===== src/rtl/fetch_unit_pkg.sv =====
// Shared types for the instruction fetch unit: control state encoding,
// the 32-bit machine word and the PC stepping helpers.
package fetch_unit_pkg;

    typedef enum logic [1:0] {
        RESET = 2'd0,
        RUN   = 2'd1,
        FAULT = 2'd2
    } state_t;

    typedef logic [31:0] word_t;

    localparam word_t PC_INC = 32'd4;

    // Sequential fetch address; wraps naturally from 32'hFFFF_FFFC to 0.
    function automatic word_t pc_next(input word_t pc);
        return pc + PC_INC;
    endfunction

    // Word-align a target by clearing the byte offset.
    function automatic word_t pc_align(input word_t pc);
        return pc & ~word_t'(32'h3);
    endfunction

endpackage


===== src/rtl/fetch_fifo.sv =====
// Synchronous instruction buffer with flush. Push while full is accepted
// only together with a pop, so occupancy never exceeds DEPTH.
// Storage is not reset; only pointers and occupancy are.
module fetch_fifo #(
    parameter int DATA_W = 64,
    parameter int DEPTH  = 2
) (
    input  logic                      clk,
    input  logic                      n_reset,
    input  logic                      push,
    input  logic                      pop,
    input  logic                      flush,
    input  logic [DATA_W-1:0]         wdata,
    output logic [DATA_W-1:0]         rdata,
    output logic                      full,
    output logic                      empty,
    output logic [$clog2(DEPTH):0]    count
);

    localparam int AW = $clog2(DEPTH);
    localparam int CW = AW + 1;

    logic [DATA_W-1:0] mem [DEPTH];
    logic [AW-1:0]     wr_ptr;
    logic [AW-1:0]     rd_ptr;
    logic              do_push;
    logic              do_pop;

    assign full    = (count == CW'(DEPTH));
    assign empty   = (count == '0);
    assign do_pop  = pop && !empty;
    assign do_push = push && (!full || do_pop);
    assign rdata   = mem[rd_ptr];

    // Pointer and occupancy tracking; flush empties the buffer in one edge.
    always_ff @(posedge clk or negedge n_reset) begin
        if (!n_reset) begin
            wr_ptr <= '0;
            rd_ptr <= '0;
            count  <= '0;
        end else if (flush) begin
            wr_ptr <= '0;
            rd_ptr <= '0;
            count  <= '0;
        end else begin
            if (do_push) wr_ptr <= wr_ptr + AW'(1);
            if (do_pop)  rd_ptr <= rd_ptr + AW'(1);
            if (do_push && !do_pop)      count <= count + CW'(1);
            else if (!do_push && do_pop) count <= count - CW'(1);
        end
    end

    // Entry storage write.
    always_ff @(posedge clk) begin
        if (do_push && !flush) mem[wr_ptr] <= wdata;
    end

endmodule


===== src/rtl/fetch_unit.sv =====
// Instruction fetch unit: credit-limited request issue, in-order response
// buffering with PC tagging, redirect flush with in-flight response drop.
// Optional build macro FETCH_MISALIGN_CHECK_EN adds the fault port and a
// sticky FAULT state on a misaligned redirect target.
module fetch_unit
    import fetch_unit_pkg::*;
#(
    parameter word_t RESET_PC  = 32'h0000_0000,
    parameter int    BUF_DEPTH = 2
) (
    input  logic        clk,
    input  logic        n_reset,
    output logic        imem_req_valid,
    input  logic        imem_req_ready,
    output logic [31:0] imem_req_addr,
    input  logic        imem_rsp_valid,
    input  logic [31:0] imem_rsp_data,
    output logic        instr_valid,
    input  logic        instr_ready,
    output logic [31:0] instr,
    output logic [31:0] instr_pc,
    input  logic        redirect,
    input  logic [31:0] redirect_pc
`ifdef FETCH_MISALIGN_CHECK_EN
    ,
    output logic        fault
`endif
);

    localparam int CW = $clog2(BUF_DEPTH) + 1;

    state_t        state;
    state_t        state_nxt;
    logic          run_en;
    logic          fault_st;
    logic [CW-1:0] out_cnt;
    logic [CW-1:0] out_cnt_nxt;
    logic [CW-1:0] drop_cnt;
    logic [CW-1:0] fifo_cnt;
    logic [CW:0]   occ;
    logic          credit_ok;
    word_t         req_addr;
    word_t         rsp_pc;
    word_t         tgt_pc;
    logic          misalign;
    logic          req_hs;
    logic          dlv_hs;
    logic          redir;
    logic          rsp_keep;
    logic          fifo_push;
    logic          fifo_full;
    logic          fifo_empty;
    logic [63:0]   fifo_wdata;
    logic [63:0]   fifo_rdata;

    assign tgt_pc = pc_align(redirect_pc);
`ifdef FETCH_MISALIGN_CHECK_EN
    assign misalign = (redirect_pc[1:0] != 2'b00);
    assign fault    = fault_st;
`else
    assign misalign = 1'b0;
`endif

    // Control state register.
    always_ff @(posedge clk or negedge n_reset) begin
        if (!n_reset) state <= RESET;
        else          state <= state_nxt;
    end

    // Next-state: leave RESET on the first edge, FAULT is left only by reset.
    always_comb begin
        state_nxt = state;
        case (state)
            RESET:   state_nxt = RUN;
            RUN:     if (redirect && misalign) state_nxt = FAULT;
            FAULT:   state_nxt = FAULT;
            default: state_nxt = RESET;
        endcase
    end

    // State decode.
    always_comb begin
        run_en   = (state == RUN);
        fault_st = (state == FAULT);
    end

    // Credit: requests in flight plus buffered entries must stay below depth.
    always_comb begin
        occ = {1'b0, out_cnt} + {1'b0, fifo_cnt};
    end

    assign credit_ok      = (occ < (CW+1)'(BUF_DEPTH));
    assign imem_req_valid = run_en && credit_ok;
    assign imem_req_addr  = req_addr;
    assign req_hs         = imem_req_valid && imem_req_ready;
    assign instr_valid    = !fifo_empty && !fault_st;
    assign dlv_hs         = instr_valid && instr_ready;
    assign redir          = redirect && run_en;
    // A response is kept only if it belongs to the current stream.
    assign rsp_keep       = imem_rsp_valid && (drop_cnt == '0) && !redir;
    assign fifo_push      = rsp_keep && (!fifo_full || dlv_hs);
    assign fifo_wdata     = {rsp_pc, imem_rsp_data};
    assign instr          = fifo_empty ? '0 : fifo_rdata[31:0];
    assign instr_pc       = fifo_empty ? '0 : fifo_rdata[63:32];

    // Outstanding count after this edge; also the drop load on redirect.
    always_comb begin
        out_cnt_nxt = out_cnt;
        if (req_hs && !imem_rsp_valid)      out_cnt_nxt = out_cnt + CW'(1);
        else if (!req_hs && imem_rsp_valid) out_cnt_nxt = out_cnt - CW'(1);
    end

    // Counters and the request/response PC trackers.
    always_ff @(posedge clk or negedge n_reset) begin
        if (!n_reset) begin
            out_cnt  <= '0;
            drop_cnt <= '0;
            req_addr <= RESET_PC;
            rsp_pc   <= RESET_PC;
        end else begin
            out_cnt <= out_cnt_nxt;
            if (redir)                                  drop_cnt <= out_cnt_nxt;
            else if (imem_rsp_valid && drop_cnt != '0)  drop_cnt <= drop_cnt - CW'(1);
            if (redir)       req_addr <= tgt_pc;
            else if (req_hs) req_addr <= pc_next(req_addr);
            if (redir)         rsp_pc <= tgt_pc;
            else if (rsp_keep) rsp_pc <= pc_next(rsp_pc);
        end
    end

    fetch_fifo #(
        .DATA_W (64),
        .DEPTH  (BUF_DEPTH)
    ) u_fifo (
        .clk     (clk),
        .n_reset (n_reset),
        .push    (fifo_push),
        .pop     (dlv_hs),
        .flush   (redir),
        .wdata   (fifo_wdata),
        .rdata   (fifo_rdata),
        .full    (fifo_full),
        .empty   (fifo_empty),
        .count   (fifo_cnt)
    );

endmodule


===== config.mk =====
export PLATFORM = sky130hd
export DESIGN_NAME = fetch_unit
export DESIGN_NICKNAME = d
export VERILOG_FILES = /design/src/rtl/fetch_unit_pkg.sv /design/src/rtl/fetch_fifo.sv /design/src/rtl/fetch_unit.sv
export SDC_FILE = /design/constraint.sdc
export NUM_CORES = 1
export LEC_CHECK = 0
export BUFFER_PORTS_ARGS = -buffer_cell sky130_fd_sc_hd__buf_2
export CAP_MARGIN = 25
export CORE_MARGIN = 2
export CORE_UTILIZATION = 40
export CTS_BUF_LIST = sky130_fd_sc_hd__clkbuf_16
export DETAILED_ROUTE_END_ITERATION = 12
export GPL_ROUTABILITY_DRIVEN = 0
export GPL_TIMING_DRIVEN = 0
export PLACE_DENSITY_LB_ADDON = 0.25
export RECOVER_POWER = 50
export SLEW_MARGIN = 20
export SYNTH_ARGS = -nofsm -noshare
export SYNTH_HDL_FRONTEND = slang
export SYNTH_HIERARCHICAL = 1
export SYNTH_SLANG_ARGS = --single-unit

===== constraint.sdc =====
create_clock -name clk -period 13.4 [get_ports clk]
set_clock_uncertainty 0.1 [all_clocks]
set_input_delay 2.01 -clock clk [delete_from_list [all_inputs] [get_ports clk]]
set_output_delay 2.01 -clock clk [all_outputs]
set_load 0.1 [all_outputs]

# == After elaboration in Yosys (flattened, before gate mapping) ==
# Memories as Yosys holds them, arrays and structs flattened.
# Index checks and enable logic that the tools add are counted.
# word_totals
register_bits,74
mem_bits_rw,128
in_bits,70
wordCells,79
memories,1
# classes
n_addsub,10
n_lt_le_gt_ge,1
eq_ne,3
n_mux,20
reduce_logical,36
# memory_table
memory,depth,word_bits,read_ports,rd_clocked_by_memory_dff,wr,line_no,rtl
u_fifo.mem,2,64,1,0,1,fetch_fifo.sv:23,logic [DATA_W-1:0] mem [DEPTH];
# op_table
op,count
32-bit two-way mux,6
"32-bit by 3-bit adder with 32-bit output, second input constant",2
1-bit logical AND,16
2-bit two-way mux,7
2-bit nonzero test,6
1-bit logical NOT,8
2-bit logical NOT,3
1-bit two-way mux,6
2-bit one-hot mux with 3 select lines,1
"2-bit by 1-bit subtractor with 2-bit output, second input constant",3
"2-bit by 1-bit adder with 2-bit output, second input constant",2
"2-bit equality test, second input constant",2
2-bit by 2-bit adder with 3-bit output,1
"3-bit by 2-bit < comparator with 1-bit output, second input constant",1
3-bit nonzero test,1
"1-bit adder, second input constant",2
"2-bit by 1-bit equality test with 1-bit output, second input constant",1
1-bit logical OR,2

# == Longest topological paths before layout ==
# logic_depth
word_depth,12
depth_mapped,10
ltp_nobuf,7

# == By module ==
# The synthesis kept the hierarchy.
# modules_own_cells
module,n_inst,cells_each,area_each_um2
fetch_fifo,1,226,5082.4
fetch_unit,1,525,4431.8

# == Worst setup path after synthesis ==
# OpenSTA, ideal clock, no wires.
# synth_path
kind,in2reg
startpoint,input redirect
endpoint,memory u_fifo.mem[1][0] (enable)
setup_ns,0.578
t_arrival_ns,8.110
t_required_ns,12.722
setup_slack_ns,4.612
path_stages,6
n_path_buf,1
cell_sequence,nand3b_1 -> inv_1 -> buf_1 -> a211oi_1 -> o21ai_4 -> nor3b_1
# synth_between
elab_chain_len,8
# synth_lines
item,line_no,rtl
from (decl),fetch_unit.sv:22,"input logic redirect,"
1-bit logical AND,fetch_unit.sv:98,assign redir = redirect && run_en;
named net redir,fetch_unit.sv:48,logic redir;
1-bit logical NOT,fetch_unit.sv:100,assign rsp_keep = imem_rsp_valid && (drop_cnt == '0) && !redir;
1-bit logical AND,fetch_unit.sv:100,
1-bit logical AND,fetch_unit.sv:101,assign fifo_push = rsp_keep && (!fifo_full || dlv_hs);
named net fifo_push,fetch_unit.sv:50,logic fifo_push;
1-bit logical AND,fetch_fifo.sv:32,assign do_push = push && (!full || do_pop);
1-bit logical AND,fetch_fifo.sv:55,if (do_push && !flush) mem[wr_ptr] <= wdata;
1-bit two-way mux,fetch_fifo.sv:55,
1-bit two-way mux (implied by the code),fetch_fifo.sv:55,
to (decl),fetch_fifo.sv:23,
# The timed path passes the listed nets, and every way through them passes these cells.

==> flow_metrics.py <==
metrics = {
    "run_status": {
        "status": "finished, violations left",
        "violations": "max-capacitance violations, max-slew violations",
    },
    "hold_path": {
        "hold_depth": 1,
        "min_from": "state[1]",
        "min_to": "state[0]",
        "hold_class": "flip-flop to flip-flop",
    },
    "timing": {
        "whs_ns": 0.356,
        "maxSlewHeadroom": -0.915,
        "max_freq_mhz": 193,
        "setup_viol": 0,
        "finalCriticalPeriod_ns": 5.19,
        "report.final.slew_viol_count": 52,
        "worst_pin_slew_ns": 2.87,
        "rsz0062_at_grt": "no",
        "tns_ns": 0,
        "hold_violations": 0,
        "min_period_over_period": 0.388,
    },
    "logic_synthesis": {
        "yosysUniqueCellTypes": 60,
        "ys_seq_area_frac": 0.588,
        "synth-main-ff-cell": "edfxtp_1",
        "syn_area_per_cell_um2": 12.7,
        "synthArstFlopShare": 0.354,
        "yosys_warnings": 6,
        "syn_area_um2": 9510,
        "synthCells": 751,
        "ys_ff_latch": 198,
        "synth-edff-count": 128,
    },
    "grt": {
        "grt-ovfl-total": 0,
        "busiest_layer": "met2",
        "antenna_found_initial": 0,
        "grt.met1_usage": 0.268,
        "first_global_vias": 6326,
        "grtUsageMet3": 0.0326,
        "grt_first_pass_wirelength_um": 35200,
        "met2_usage": 0.287,
        "grt_max_degree": 52,
        "gr-usage-all-layers": 0.185,
    },
    "worst_setup_path": {
        "slowest_stage": "clkbuf_1",
        "path_cells": "clkbuf_1 > clkbuf_1",
        "cp_max_fo": 51,
        "path_class": "input pin to async pin",
        "timing.rr.start": "state[1]",
        "rrSetupSlack_ns": 9.54,
        "critPathBufInv": 2,
        "cp_top_family": "buffers and inverters",
        "cp-end-kind": "async pin",
        "rr_endpoint": "u_fifo/mem[1][2]",
        "cp.depth": 2,
        "max_stage_delay_ns": 2.11,
        "crit_required_ns": 13.22,
        "worstRegToRegCells": 11,
        "crit_top_cell": "clkbuf_1",
        "worst_setup_path_start_kind": "input pin",
        "arrival_ns": 5.01,
    },
    "cts": {
        "clock_path_buffers": 2,
        "root_buffer": "clkbuf_16",
        "clkTransAtPathRegs_ns": 0.07,
        "insertion_delay_ns": 0.44,
        "cts_buffers": 17,
        "htree_levels": 4,
        "cts_resized": 0,
        "cts.sinks": 198,
        "post_cts_buffers": 0,
        "holdBufCountCts": 0,
        "cts_tree": "built",
    },
    "layout": {
        "fin_nets": 1029,
        "diodes": 0,
        "syn_to_final_growth_pct": 19.9,
        "drive_gt1_frac": 0.279,
        "fillerInstances": 2189,
    },
    "power_and_ir_drop": {
        "pwr-share-comb": 0.259,
        "pwr-share-clk": 0.299,
        "peakVddDrop_v": 0.000121,
        "p_sw_uw": 611,
        "p_int_uw": 1060,
        "seqPwrFrac": 0.442,
        "powerDensity_nw_per_um2": 146,
        "leakagePower_uw": 0.00434,
        "p_sw_frac": 0.366,
    },
    "routing": {
        "drtIter0Drc": 448,
        "ant_nets": 0,
        "drc": 0,
        "route.final.wire_length_um": 22900,
        "first_pass_iters": 5,
        "avgRoutedWirePerCell_um": 17.8,
        "vias": 6798,
        "viasPerCell": 5.28,
    },
    "die": {
        "die_area_um2": 25000,
        "boundaryPins": 168,
        "fp.dieH_um": 158,
        "start_util": 0.407,
        "row_count": 56,
        "die_w_um": 158,
        "core_um2": 23400,
    },
    "flow_run": {
        "maxCapViolCount": 1,
    },
    "placement": {
        "io_buffers": 162,
        "hpwl_um": 16900,
    },
}
-- routing by layer --
layer | wire length (um) | vias up | share of wire
met4 | 320 | 0 | 0.014
met2 | 10500 | 251 | 0.46
met1 | 10700 | 3293 | 0.47
met5 | 0 | - | 0
li1 | - | 3228 | -
met3 | 1380 | 26 | 0.060
-- logic make-up (layout without fill, tap and decap cells) --
group	Yosys count	count (layout)	synth area share
compound gates	111	111	0.0767
xor+xnor	23	23	0.0212
fa+ha+maj	4	4	0.00605
buf+inv	58	270	0.0326
flops	198	198	0.588
mux	68	68	0.100
other cells	1	6	0.000394
simple gates	288	288	0.175
-- worst max path at each step --
stage	start	end
after floorplan	redirect	u_fifo/mem[1][0]
after global placement	redirect	u_fifo/mem[1][6]
after detailed placement	redirect	u_fifo/mem[1][6]
after CTS	redirect	u_fifo/mem[1][6]
after global routing	n_reset	rsp_pc[18]
final	n_reset	rsp_pc[29]
-- cell usage after synthesis, drive strengths merged (2+ instances only) --
cell      n  area share
xnor2    14       0.013
mux2     66       0.098
or4      28       0.022
a21oi    27       0.014
or2       2      0.0013
nand2b    5      0.0036
o21ai    12      0.0075
nor2b    68       0.045
or3       9      0.0059
nor2     45       0.018
o211ai   10      0.0079
nand4    26       0.020
and2      5      0.0033
clkbuf   22      0.0088
nand3    29       0.015
ha        3      0.0039
nor4      9      0.0059
inv      19      0.0078
o311a     2      0.0021
edfxtp  128        0.40
xor2      9      0.0083
a31oi    28       0.018
buf      17       0.016
o41ai     2      0.0018
nand2    30       0.012
nor3      9      0.0053
and3     11      0.0072
nand3b    3      0.0024
and4      5      0.0046
a211oi    3      0.0024
dfrtp    70        0.18
o31ai    18       0.014
mux2i     2      0.0021
-- stage by stage --
stage | setup WS (ns) | cell area (um2) | cells | total power (uW) | utilization
after global placement | 1.24 | 10700 | 1237 | 1180 | 0.459
final | 8.21 | 11400 | 1287 | 1670 | 0.487
after floorplan | 4.61 | 9530 | 756 | 1090 | -
after global routing | 7.39 | 11400 | 1287 | 1740 | 0.487
after CTS | 7.98 | 11500 | 1286 | 1690 | 0.490
after detailed placement | 7.57 | 10900 | 1254 | 1190 | 0.466
-- power by group through the flow --
stage / Clock [uW] / Sequential, uW / Combinational, uW
floorplan: 0 / 816 / 273
global placement: 0 / 752 / 429
detailed placement: 0 / 750 / 437
CTS: 510 / 737 / 438
global route: 537 / 745 / 460
finish: 500 / 738 / 432
-- layout by cell type, fill, tap and decap left out, drive strengths merged, types with 3 or more instances in the layout --
cell type,Yosys,final
a211oi,3,3
a21oi,27,27
a31oi,28,28
and2,5,5
and3,11,11
and4,5,5
buf,17,159
clkbuf,22,77
clkinv,0,3
clkinvlp,0,5
conb,1,6
dfrtp,70,70
edfxtp,128,128
ha,3,3
inv,19,25
mux2,66,66
nand2,30,30
nand2b,5,5
nand3,29,29
nand3b,3,3
nand4,26,26
nor2,45,45
nor2b,68,68
nor3,9,9
nor4,9,9
o211ai,10,10
o21ai,12,12
o31ai,18,18
or3,9,9
or4,28,28
xnor2,14,14
xor2,9,9
-- final cells by class --
cell class	instances	area, um2	area share
Buffer	39	235	0.0206
Clock buffer	17	425	0.0373
Clock inverter	15	143	0.0125
Inverter	19	73.8	0.00647
Multi-Input combinational cell	500	3630	0.318
Sequential cell	198	5600	0.490
Tap cell	319	399	0.0350
Timing Repair Buffer	180	905	0.0793
-- worst register-to-register path, stage by stage (launching register included) --
cell	delay (ns)
dfrtp_1	0.37
nand3b_1	0.34
inv_1	0.22
clkbuf_1	0.44
a211oi_1	0.49
clkbuf_2	0.26
o21ai_4	0.09
nor3b_2	0.38
buf_4	0.24
buf_4	0.21
buf_4	0.22
buf_4	0.20
-- flip-flops by register name, indices dropped and copies added, names as in the netlist --
signal,count
drop_cnt,2
imem_req_addr,30
out_cnt,2
rsp_pc,30
state,2
u_fifo/count,2
u_fifo/mem,128
u_fifo/rd_ptr,1
u_fifo/wr_ptr,1
(Power assumes the default switching activity.)
